### src/rtl/poly_loader_pkg.sv
// Shared constants and types for the polygon command loader and its slot banks.
package poly_loader_pkg;

    localparam int unsigned N_POLY           = 4;
    localparam int unsigned WPX              = 7;
    localparam int unsigned WPY              = 6;
    localparam int unsigned WCOLOR           = 6;
    localparam int unsigned POLY_PAYLOAD_LEN = 7;

    typedef enum logic [1:0] {
        OP_POLY   = 2'b00,
        OP_BG     = 2'b01,
        OP_EN     = 2'b10,
        OP_COMMIT = 2'b11
    } opcode_t;

    typedef enum logic [2:0] {
        IDLE,
        POLY_DATA,
        BG_DATA,
        EN_DATA,
        WAIT_SWAP
    } state_t;

    // POLY payload order, one field per byte
    typedef enum logic [2:0] {
        F_COLOR,
        F_V0X,
        F_V0Y,
        F_V1X,
        F_V1Y,
        F_V2X,
        F_V2Y
    } field_t;

    function automatic int unsigned max3(int unsigned a, int unsigned b, int unsigned c);
        int unsigned m;
        m = (a > b) ? a : b;
        return (m > c) ? m : c;
    endfunction

endpackage

### src/rtl/poly_loader_bank.sv
// One polygon slot: shadow register set written field by field, active set loaded by copy strobe.
module poly_bank
    import poly_loader_pkg::*;
#(
    parameter int unsigned WPX    = poly_loader_pkg::WPX,
    parameter int unsigned WPY    = poly_loader_pkg::WPY,
    parameter int unsigned WCOLOR = poly_loader_pkg::WCOLOR,
    parameter int unsigned WD     = 7
) (
    input  logic              clk,
    input  logic              rst,
    input  logic              wr_en,
    input  logic [2:0]        wr_sel,
    input  logic [WD-1:0]     wr_data,
    input  logic              copy,
    output logic [WCOLOR-1:0] color,
    output logic [WPX-1:0]    v0_x,
    output logic [WPY-1:0]    v0_y,
    output logic [WPX-1:0]    v1_x,
    output logic [WPY-1:0]    v1_y,
    output logic [WPX-1:0]    v2_x,
    output logic [WPY-1:0]    v2_y
);

    logic [WCOLOR-1:0] sh_color;
    logic [WPX-1:0]    sh_v0_x, sh_v1_x, sh_v2_x;
    logic [WPY-1:0]    sh_v0_y, sh_v1_y, sh_v2_y;

    always_ff @(posedge clk or posedge rst) begin
        if (rst) begin
            sh_color <= '0;
            sh_v0_x  <= '0;
            sh_v0_y  <= '0;
            sh_v1_x  <= '0;
            sh_v1_y  <= '0;
            sh_v2_x  <= '0;
            sh_v2_y  <= '0;
            color    <= '0;
            v0_x     <= '0;
            v0_y     <= '0;
            v1_x     <= '0;
            v1_y     <= '0;
            v2_x     <= '0;
            v2_y     <= '0;
        end else begin
            if (wr_en) begin
                case (field_t'(wr_sel))
                    F_COLOR: sh_color <= wr_data[WCOLOR-1:0];
                    F_V0X:   sh_v0_x  <= wr_data[WPX-1:0];
                    F_V0Y:   sh_v0_y  <= wr_data[WPY-1:0];
                    F_V1X:   sh_v1_x  <= wr_data[WPX-1:0];
                    F_V1Y:   sh_v1_y  <= wr_data[WPY-1:0];
                    F_V2X:   sh_v2_x  <= wr_data[WPX-1:0];
                    F_V2Y:   sh_v2_y  <= wr_data[WPY-1:0];
                    default: ;
                endcase
            end
            if (copy) begin
                color <= sh_color;
                v0_x  <= sh_v0_x;
                v0_y  <= sh_v0_y;
                v1_x  <= sh_v1_x;
                v1_y  <= sh_v1_y;
                v2_x  <= sh_v2_x;
                v2_y  <= sh_v2_y;
            end
        end
    end

endmodule

### src/rtl/poly_loader.sv
// Byte-stream command parser feeding shadow polygon banks; shadow is copied to active on frame_start after COMMIT.
module poly_loader
    import poly_loader_pkg::*;
#(
    parameter int unsigned N_POLY = poly_loader_pkg::N_POLY,
    parameter int unsigned WPX    = poly_loader_pkg::WPX,
    parameter int unsigned WPY    = poly_loader_pkg::WPY,
    parameter int unsigned WCOLOR = poly_loader_pkg::WCOLOR
) (
    input  logic                     clk,
    input  logic                     rst,
    input  logic [7:0]               in_data,
    input  logic                     in_valid,
    output logic                     in_ready,
    input  logic                     frame_start,
    output logic [N_POLY-1:0]        cmp_en,
    output logic [WCOLOR-1:0]        background_color,
    output logic [WCOLOR*N_POLY-1:0] poly_color,
    output logic [WPX*N_POLY-1:0]    v0_x,
    output logic [WPX*N_POLY-1:0]    v1_x,
    output logic [WPX*N_POLY-1:0]    v2_x,
    output logic [WPY*N_POLY-1:0]    v0_y,
    output logic [WPY*N_POLY-1:0]    v1_y,
    output logic [WPY*N_POLY-1:0]    v2_y,
    output logic                     swap_pending,
    output logic                     cmd_error
);

    localparam int unsigned WD = max3(WPX, WPY, WCOLOR);

    state_t            state;
    logic [2:0]        cnt;
    logic [1:0]        slot;
    logic              slot_ok;
    logic [WCOLOR-1:0] sh_bg;
    logic [N_POLY-1:0] sh_en;
    logic              xfer;
    logic              copy;
    logic              poly_wr;
    logic              hdr_slot_ok;

    assign xfer        = in_valid & in_ready;
    assign copy        = (state == WAIT_SWAP) && frame_start;
    assign poly_wr     = xfer && (state == POLY_DATA) && slot_ok;
    assign hdr_slot_ok = ({1'b0, in_data[1:0]} < 3'(N_POLY));

    // in_ready is held low only in WAIT_SWAP, so no transfer can coincide with a copy
    always_ff @(posedge clk or posedge rst) begin
        if (rst) begin
            state            <= IDLE;
            cnt              <= '0;
            slot             <= '0;
            slot_ok          <= 1'b0;
            sh_bg            <= '0;
            sh_en            <= '0;
            background_color <= '0;
            cmp_en           <= '0;
            in_ready         <= 1'b1;
            swap_pending     <= 1'b0;
            cmd_error        <= 1'b0;
        end else begin
            case (state)
                IDLE: begin
                    if (xfer) begin
                        case (opcode_t'(in_data[7:6]))
                            OP_POLY: begin
                                state   <= POLY_DATA;
                                cnt     <= '0;
                                slot    <= in_data[1:0];
                                slot_ok <= hdr_slot_ok;
                                if (!hdr_slot_ok) cmd_error <= 1'b1;
                            end
                            OP_BG: state <= BG_DATA;
                            OP_EN: state <= EN_DATA;
                            OP_COMMIT: begin
                                state        <= WAIT_SWAP;
                                in_ready     <= 1'b0;
                                swap_pending <= 1'b1;
                            end
                            default: ;
                        endcase
                    end
                end
                POLY_DATA: begin
                    if (xfer) begin
                        if (cnt == 3'(POLY_PAYLOAD_LEN - 1)) state <= IDLE;
                        else                                 cnt   <= cnt + 3'd1;
                    end
                end
                BG_DATA: begin
                    if (xfer) begin
                        sh_bg <= in_data[WCOLOR-1:0];
                        state <= IDLE;
                    end
                end
                EN_DATA: begin
                    if (xfer) begin
                        sh_en <= in_data[N_POLY-1:0];
                        state <= IDLE;
                    end
                end
                WAIT_SWAP: begin
                    if (frame_start) begin
                        background_color <= sh_bg;
                        cmp_en           <= sh_en;
                        swap_pending     <= 1'b0;
                        in_ready         <= 1'b1;
                        state            <= IDLE;
                    end
                end
                default: state <= IDLE;
            endcase
        end
    end

    for (genvar i = 0; i < N_POLY; i++) begin : g_slot
        poly_bank #(
            .WPX    (WPX),
            .WPY    (WPY),
            .WCOLOR (WCOLOR),
            .WD     (WD)
        ) u_bank (
            .clk     (clk),
            .rst     (rst),
            .wr_en   (poly_wr && (slot == 2'(i))),
            .wr_sel  (cnt),
            .wr_data (in_data[WD-1:0]),
            .copy    (copy),
            .color   (poly_color[WCOLOR*i +: WCOLOR]),
            .v0_x    (v0_x[WPX*i +: WPX]),
            .v0_y    (v0_y[WPY*i +: WPY]),
            .v1_x    (v1_x[WPX*i +: WPX]),
            .v1_y    (v1_y[WPY*i +: WPY]),
            .v2_x    (v2_x[WPX*i +: WPX]),
            .v2_y    (v2_y[WPY*i +: WPY])
        );
    end

endmodule

### config.mk
export PLATFORM = sky130hd
export DESIGN_NAME = poly_loader
export DESIGN_NICKNAME = d
export VERILOG_FILES = /design/src/rtl/poly_loader_pkg.sv /design/src/rtl/poly_loader_bank.sv /design/src/rtl/poly_loader.sv
export SDC_FILE = /design/constraint.sdc
export NUM_CORES = 1
export LEC_CHECK = 0
export BUFFER_PORTS_ARGS = -buffer_cell sky130_fd_sc_hd__buf_4
export CELL_PAD_IN_SITES_DETAIL_PLACEMENT = 0
export CELL_PAD_IN_SITES_GLOBAL_PLACEMENT = 1
export CORE_MARGIN = 2
export CORE_UTILIZATION = 44
export DETAILED_ROUTE_END_ITERATION = 6
export GPL_ROUTABILITY_DRIVEN = 0
export PLACE_DENSITY_LB_ADDON = 0.1
export SLEW_MARGIN = 20
export SYNTH_ARGS = -nofsm -noshare
export SYNTH_HDL_FRONTEND = slang
export SYNTH_SLANG_ARGS = --single-unit
export TNS_END_PERCENT = 5
### constraint.sdc
create_clock -name clk -period 10.66 [get_ports clk]
set_clock_uncertainty 0.2 [all_clocks]
set_input_delay 0.533 -clock clk [delete_from_list [all_inputs] [get_ports clk]]
set_output_delay 0.533 -clock clk [all_outputs]
set_load 0.02 [all_outputs]
# Word level (Yosys, flattened, before mapping)

Cells that the tools add are included.

$add $sub $neg: 1
Multiply operators: 0
Divide/modulo/power cells: 0
$lt $le $gt $ge: 0
Eq/ne operators: 24
Shifts and indexed selects: 0
Multiplexer cells: 20
Bitwise gates (word level): 1
Reduce and logical (&&, ||, !) cells: 49

Operators by type and width:

| cell                                           | count |
|---|---|
| AND reduction 2 bit                            | 31 |
| two-way mux 3 bit                              | 9 |
| one-hot mux 3 bit (4 select lines)             | 2 |
| == test 3 x 2 -> 1 bit (second input constant) | 4 |
| == test 3 bit (second input constant)          | 4 |
| AND reduction 5 bit                            | 2 |
| == test 2 bit (second input constant)          | 4 |
| != test 2 x 1 -> 1 bit (second input constant) | 4 |
| != test 2 bit (second input constant)          | 4 |
| logical AND 1 bit                              | 7 |
| == test 3 x 1 -> 1 bit (second input constant) | 2 |
| zero test 3 bit                                | 2 |
| two-way mux 1 bit                              | 6 |
| one-hot mux 3 bit (2 select lines)             | 1 |
| == test 2 x 1 -> 1 bit (second input constant) | 2 |
| zero test 2 bit                                | 2 |
| one-hot mux 1 bit (2 select lines)             | 2 |
| AND reduction 4 bit                            | 1 |
| nonzero test 2 bit                             | 2 |
| adder 3 x 1 -> 3 bit (second input constant)   | 1 |
| AND reduction 3 bit                            | 1 |
| OR reduction 2 bit                             | 1 |
| AND 1 bit                                      | 1 |

Register bits: 391
Bits in latches: 0
Memory bits (writable): 0
ROM bits: 0
Logic and storage cells: 161
Memories kept: 0

# Depth between registers and ports, before layout

Depth in word-level cells: 5
Depth in mapped cells: 7
Mapped depth without buffers: 5

# Modules after synthesis

From an unflattened synthesis, not the netlist that was laid out.

Cell total of the unflattened synthesis: 917
Area, all modules: 15,170.8 µm²

Modules (own cells, without submodules):

| module      | times used | cells an instance | area an instance (µm²) | seq. area each (µm²) |
|---|---|---|---|---|
| poly_bank   | 4          | 200               | 3,430.8                | 2,252.2 |
| poly_loader | 1          | 117               | 1,447.6                | 777.0 |

# Worst setup path before layout

Ideal clock, no wire load.

Kind: register -> register
Start point: register in_ready
End point: register g_slot[3].u_bank.sh_v2_x[6]
Arrival: 2.157 ns
Setup slack: 8.179 ns
Cell stages (with the launch flop): 5
Path buffers: 1
Clock period less this slack: 2.481 ns
Cell sequence: dfstp_2 > nand3_1 > buf_4 > nor4_4 > mux2_2

Longest elaborated chain between the ends: 5

RTL lines:

| item                                 | line                   | source |
|---|---|---|
| start: declaration                   | poly_loader.sv:14      | `output logic in_ready,` |
| start signal: assignment             | poly_loader.sv:58      | `in_ready <= 1'b1;` |
| start signal: assignment             | poly_loader.sv:77      | `in_ready <= 1'b0;` |
| start signal: assignment             | poly_loader.sv:107     | `in_ready <= 1'b1;` |
| AND 1 bit                            | poly_loader.sv:42      | `assign xfer = in_valid & in_ready;` |
| logical AND 1 bit (2 in a row)       | poly_loader.sv:44      | `assign poly_wr = xfer && (state == POLY_DATA) && slot_ok;` |
| logical AND 1 bit                    | poly_loader.sv:125     | `.wr_en (poly_wr && (slot == 2'(i))),` |
| AND reduction 2 bit (no source line) | -                      |  |
| end signal: assignment               | poly_loader_bank.sv:53 | `F_V2X: sh_v2_x <= wr_data[WPX-1:0];` |
| end: declaration                     | poly_loader_bank.sv:26 | `logic [WPX-1:0] sh_v0_x, sh_v1_x, sh_v2_x;` |

Every way passes these cells.
A chain may end at the register's enable or synchronous reset.

# Worst setup path after layout

Start point: register state[0]
End point: register g_slot[1].u_bank.v0_x[3]

Longest elaborated chain between the ends: 2

RTL lines:

| item                     | line                   | source |
|---|---|---|
| start: declaration       | poly_loader.sv:31      | `state_t state;` |
| start signal: assignment | poly_loader.sv:50      | `state <= IDLE;` |
| start signal: assignment | poly_loader.sv:67      | `state <= POLY_DATA;` |
| start signal: assignment | poly_loader.sv:73      | `OP_BG: state <= BG_DATA;` |
| == test 3 bit            | poly_loader.sv:43      | `assign copy = (state == WAIT_SWAP) && frame_start;` |
| logical AND 1 bit        | poly_loader.sv:43      |  |
| end signal: assignment   | poly_loader_bank.sv:60 | `v0_x <= sh_v0_x;` |
| end: declaration         | poly_loader_bank.sv:17 | `output logic [WPX-1:0] v0_x,` |

Every way passes these cells.

==> key figures <==
Clock tree
  – Cts repair resizes: 0
  – Post-CTS setup buffer count: 0
  – Later-pin clock latency in the skew report: 0.53 ns
  – Hold buffer count at cts: 0
  – Max Root-Sink Buffers: 3
  – Clk sink count: 391
  – TritonCTS Buffers: 43
  – Clock Tree Root: clkbuf_16
  – H-tree levels: 2
  – Reg clk slew, reported paths: 0.06 ns
  – CTS tree: yes

Worst setup path
  – FF-to-FF Start: state[0]
  – CP Launch Point: state[0]
  – Worst setup endpoint: g_slot[1].u_bank.v0_x[3]
  – Reg2reg path depth: 5
  – R2R Path End: g_slot[1].u_bank.v0_x[3]
  – CP max FO: 56
  – Crit Path Class: flip-flop to flip-flop
  – CP Launch Type: flip-flop
  – CP Capture Type: flip-flop
  – Reg2Reg Setup Slack: 6.95 ns
  – CP required: 10.87 ns
  – Arrival @ worst endpoint: 3.91 ns

Synth
  – Yosys reg bits: 391
  – Post-Synthesis Cells: 922
  – Area fraction of the dominant cell type after synthesis: 64.2%
  – Mapped cell area: 15200 sq um
  – Sequential area share after synthesis: 64.4%
  – Top FF cell, synth: dfrtp_1
  – Distinct cell type count after synthesis: 42
  – Number of flops mapped to enable cells by yosys: 0
  – Syn_nets: 943
  – Asr flop ratio synth: 100%
  – Avg Inst Size Synth: 16.5 sq um
  – Yosys warnings: 0
  – Area leader, netlist: dfrtp_1
  – Synth area leaders: dfrtp_1 (64%), mux2_2 (28%), nor4_4 (2.0%)

Detailed routing
  – Via density: 5.13
  – Post-DRT Antenna Nets: 0
  – Aggregate routed wire length: 32400 um
  – Via count: 8264
  – Detailed-router iteration count before antenna repair: 4
  – Number of DRC markers in iteration 0: 370
  – WL per Instance: 20.1 um
  – DRC: 0

Placed design
  – Hpwl dp: 19600 um
  – Worst slack at placement: 6.95 ns
  – PortBufs: 203
  – Placed Instance Area: 17100 sq um

STA
  – Fin Setup TNS: 0 ns
  – Final setup viols: 0
  – Setup ws final: 6.95 ns
  – RSZ-0062 raised after global routing: no
  – Slew Limit Fails: 0
  – Fin crit period: 3.71 ns
  – Final hold vios: 0
  – Slew headroom: 32.4%
  – Worst-margin pin slew: 1.01 ns
  – Worst hold margin: 0.0128 ns
  – Max Clk Rate: 0.270 GHz
  – Final Cycle Share: 34.8%

Job
  – Max_cap viols: 0

Pwr
  – VDD IR max: 0.129 mV
  – PwrDens: 168 nW/um^2
  – Leakage power: 9.82 nW

Floorplanning
  – Row cnt: 68
  – Die height: 190 um
  – Die ar.: 36000 sq um
  – IO Count: 205
  – Initial Utilization: 44.3%
  – Die width: 190 um
  – Core Box Area: 34300 sq um

Finish
  – Nets@finish: 1144
  – Design Area, Final: 18700 sq um
  – Layout area overhead: 23.0%
  – Antenna Cells: 0
  – Share of layout cells above drive strength 1: 59.7%
  – Most common cell after layout, fill and taps aside: dfrtp_1
  – Final Util: 54.5%
  – Most frequent cells in the layout: dfrtp_1 (390), mux2_2 (381), buf_4 (209)

Worst hold path
  – Worst min path class: primary input to asynchronous set/reset pin

Run status
  – Run status: finished, final reports clean

GRT
  – Vias in the first global route: 8483
  – Largest net degree at the start of global routing: 179
  – Remaining global-route overflow: 0
  – GRT Util Overall: 18.3%
  – Initial antenna violation count: 0
  – First-pass GRT wire length: 51000 um
==> sequential cells by signal (all words and copies together) (netlist names), 3 cells and up <==
signal                  count
g_slot.u_bank.sh_v0_x      28
g_slot.u_bank.sh_v1_x      28
g_slot.u_bank.sh_v2_x      28
g_slot.u_bank.v0_x         28
g_slot.u_bank.v1_x         28
g_slot.u_bank.v2_x         28
g_slot.u_bank.color        24
g_slot.u_bank.sh_color     24
g_slot.u_bank.sh_v0_y      24
g_slot.u_bank.sh_v1_y      24
g_slot.u_bank.sh_v2_y      24
g_slot.u_bank.v0_y         24
g_slot.u_bank.v1_y         24
g_slot.u_bank.v2_y         24
background_color            6
sh_bg                       6
cmp_en                      4
sh_en                       4
cnt                         3
state                       3
==> per-stage QoR <==
step / total power [mW] / instances
2_1_floorplan: 1.54 / 922
3_3_place_gp: 1.57 / 1533
3_5_place_dp: 1.57 / 1533
4_1_cts: 3.18 / 1611
5_1_grt: 3.25 / 1611
6_report: 3.13 / 1611
==> layer usage <==
layer,GRT usage (%),part of all wire [%]
met5,0,0
met2,28.3,47
met1,25.9,46
met3,4.30,5.2
met4,5.07,2.2
==> report_power, final <==
part | internal (mW) | switching, mW
combinational | 0.00575 | 0.0475
clock | 1.01 | 0.585
sequential | 1.48 | 0
==> cells in the mapped netlist, types with 3 or more instances <==
master    number
a21oi_1        3
and2_1         3
buf_2         19
buf_4          3
clkbuf_1      31
dfrtp_1      390
ha_1           9
inv_1          9
mux2_2       381
nand2_1        6
nand2b_1       6
nor2_1         3
nor3_1         5
nor4_4        14
or4_1          5
==> kinds of logic (layout without fill, tap and decap cells) <==
kind of cell               after synthesis  after routing  share of synthesized area [%]
DFF                                    391            391                           64.4
muxes                                  383            383                           28.4
buffers and inverters                   64            298                           1.91
and+or+nand+nor                         60             60                           3.91
AOI/OAI and AO/OA                       14             14                          0.634
adders and majority gates                9              9                          0.741
other                                    1              1                         0.0247
==> layout make-up <==
| type | count | area [sq um] |
|---|---|---|
| inverter | 9 | 37.5 |
| multi-input combinational | 467 | 5130 |
| sequential | 391 | 9790 |
| fill | 2867 | 15600 |
| timing repair buffer | 211 | 1610 |
| clock buffer | 63 | 1330 |
| tap | 455 | 569 |
| clock inverter | 15 | 228 |
==> critical path, stage by stage, from the launching register on <==
cell     delay [ns]
dfrtp_1        0.46
nor2_1         0.35
and3_4         0.65
buf_4          0.68
buf_4          0.70
mux2_2         0.42
==> how the worst min path moves through the flow <==
stage                                startpoint                           to  slack [ns]  cells past startpoint
detailed placement  g_slot[3].u_bank.sh_v2_x[3]  g_slot[3].u_bank.sh_v2_x[3]        0.27                      1
CTS                                         rst     g_slot[0].u_bank.v2_x[4]        0.03                      3
global placement    g_slot[3].u_bank.sh_v2_x[3]  g_slot[3].u_bank.sh_v2_x[3]        0.27                      1
finish                                      rst     g_slot[0].u_bank.v2_x[4]        0.01                      3
floorplan           g_slot[3].u_bank.sh_v2_x[2]  g_slot[3].u_bank.sh_v2_x[2]        0.25                      1
global route                                rst     g_slot[0].u_bank.v2_x[4]        0.07                      3
No activity file was read; power rests on OpenSTA's default activity.
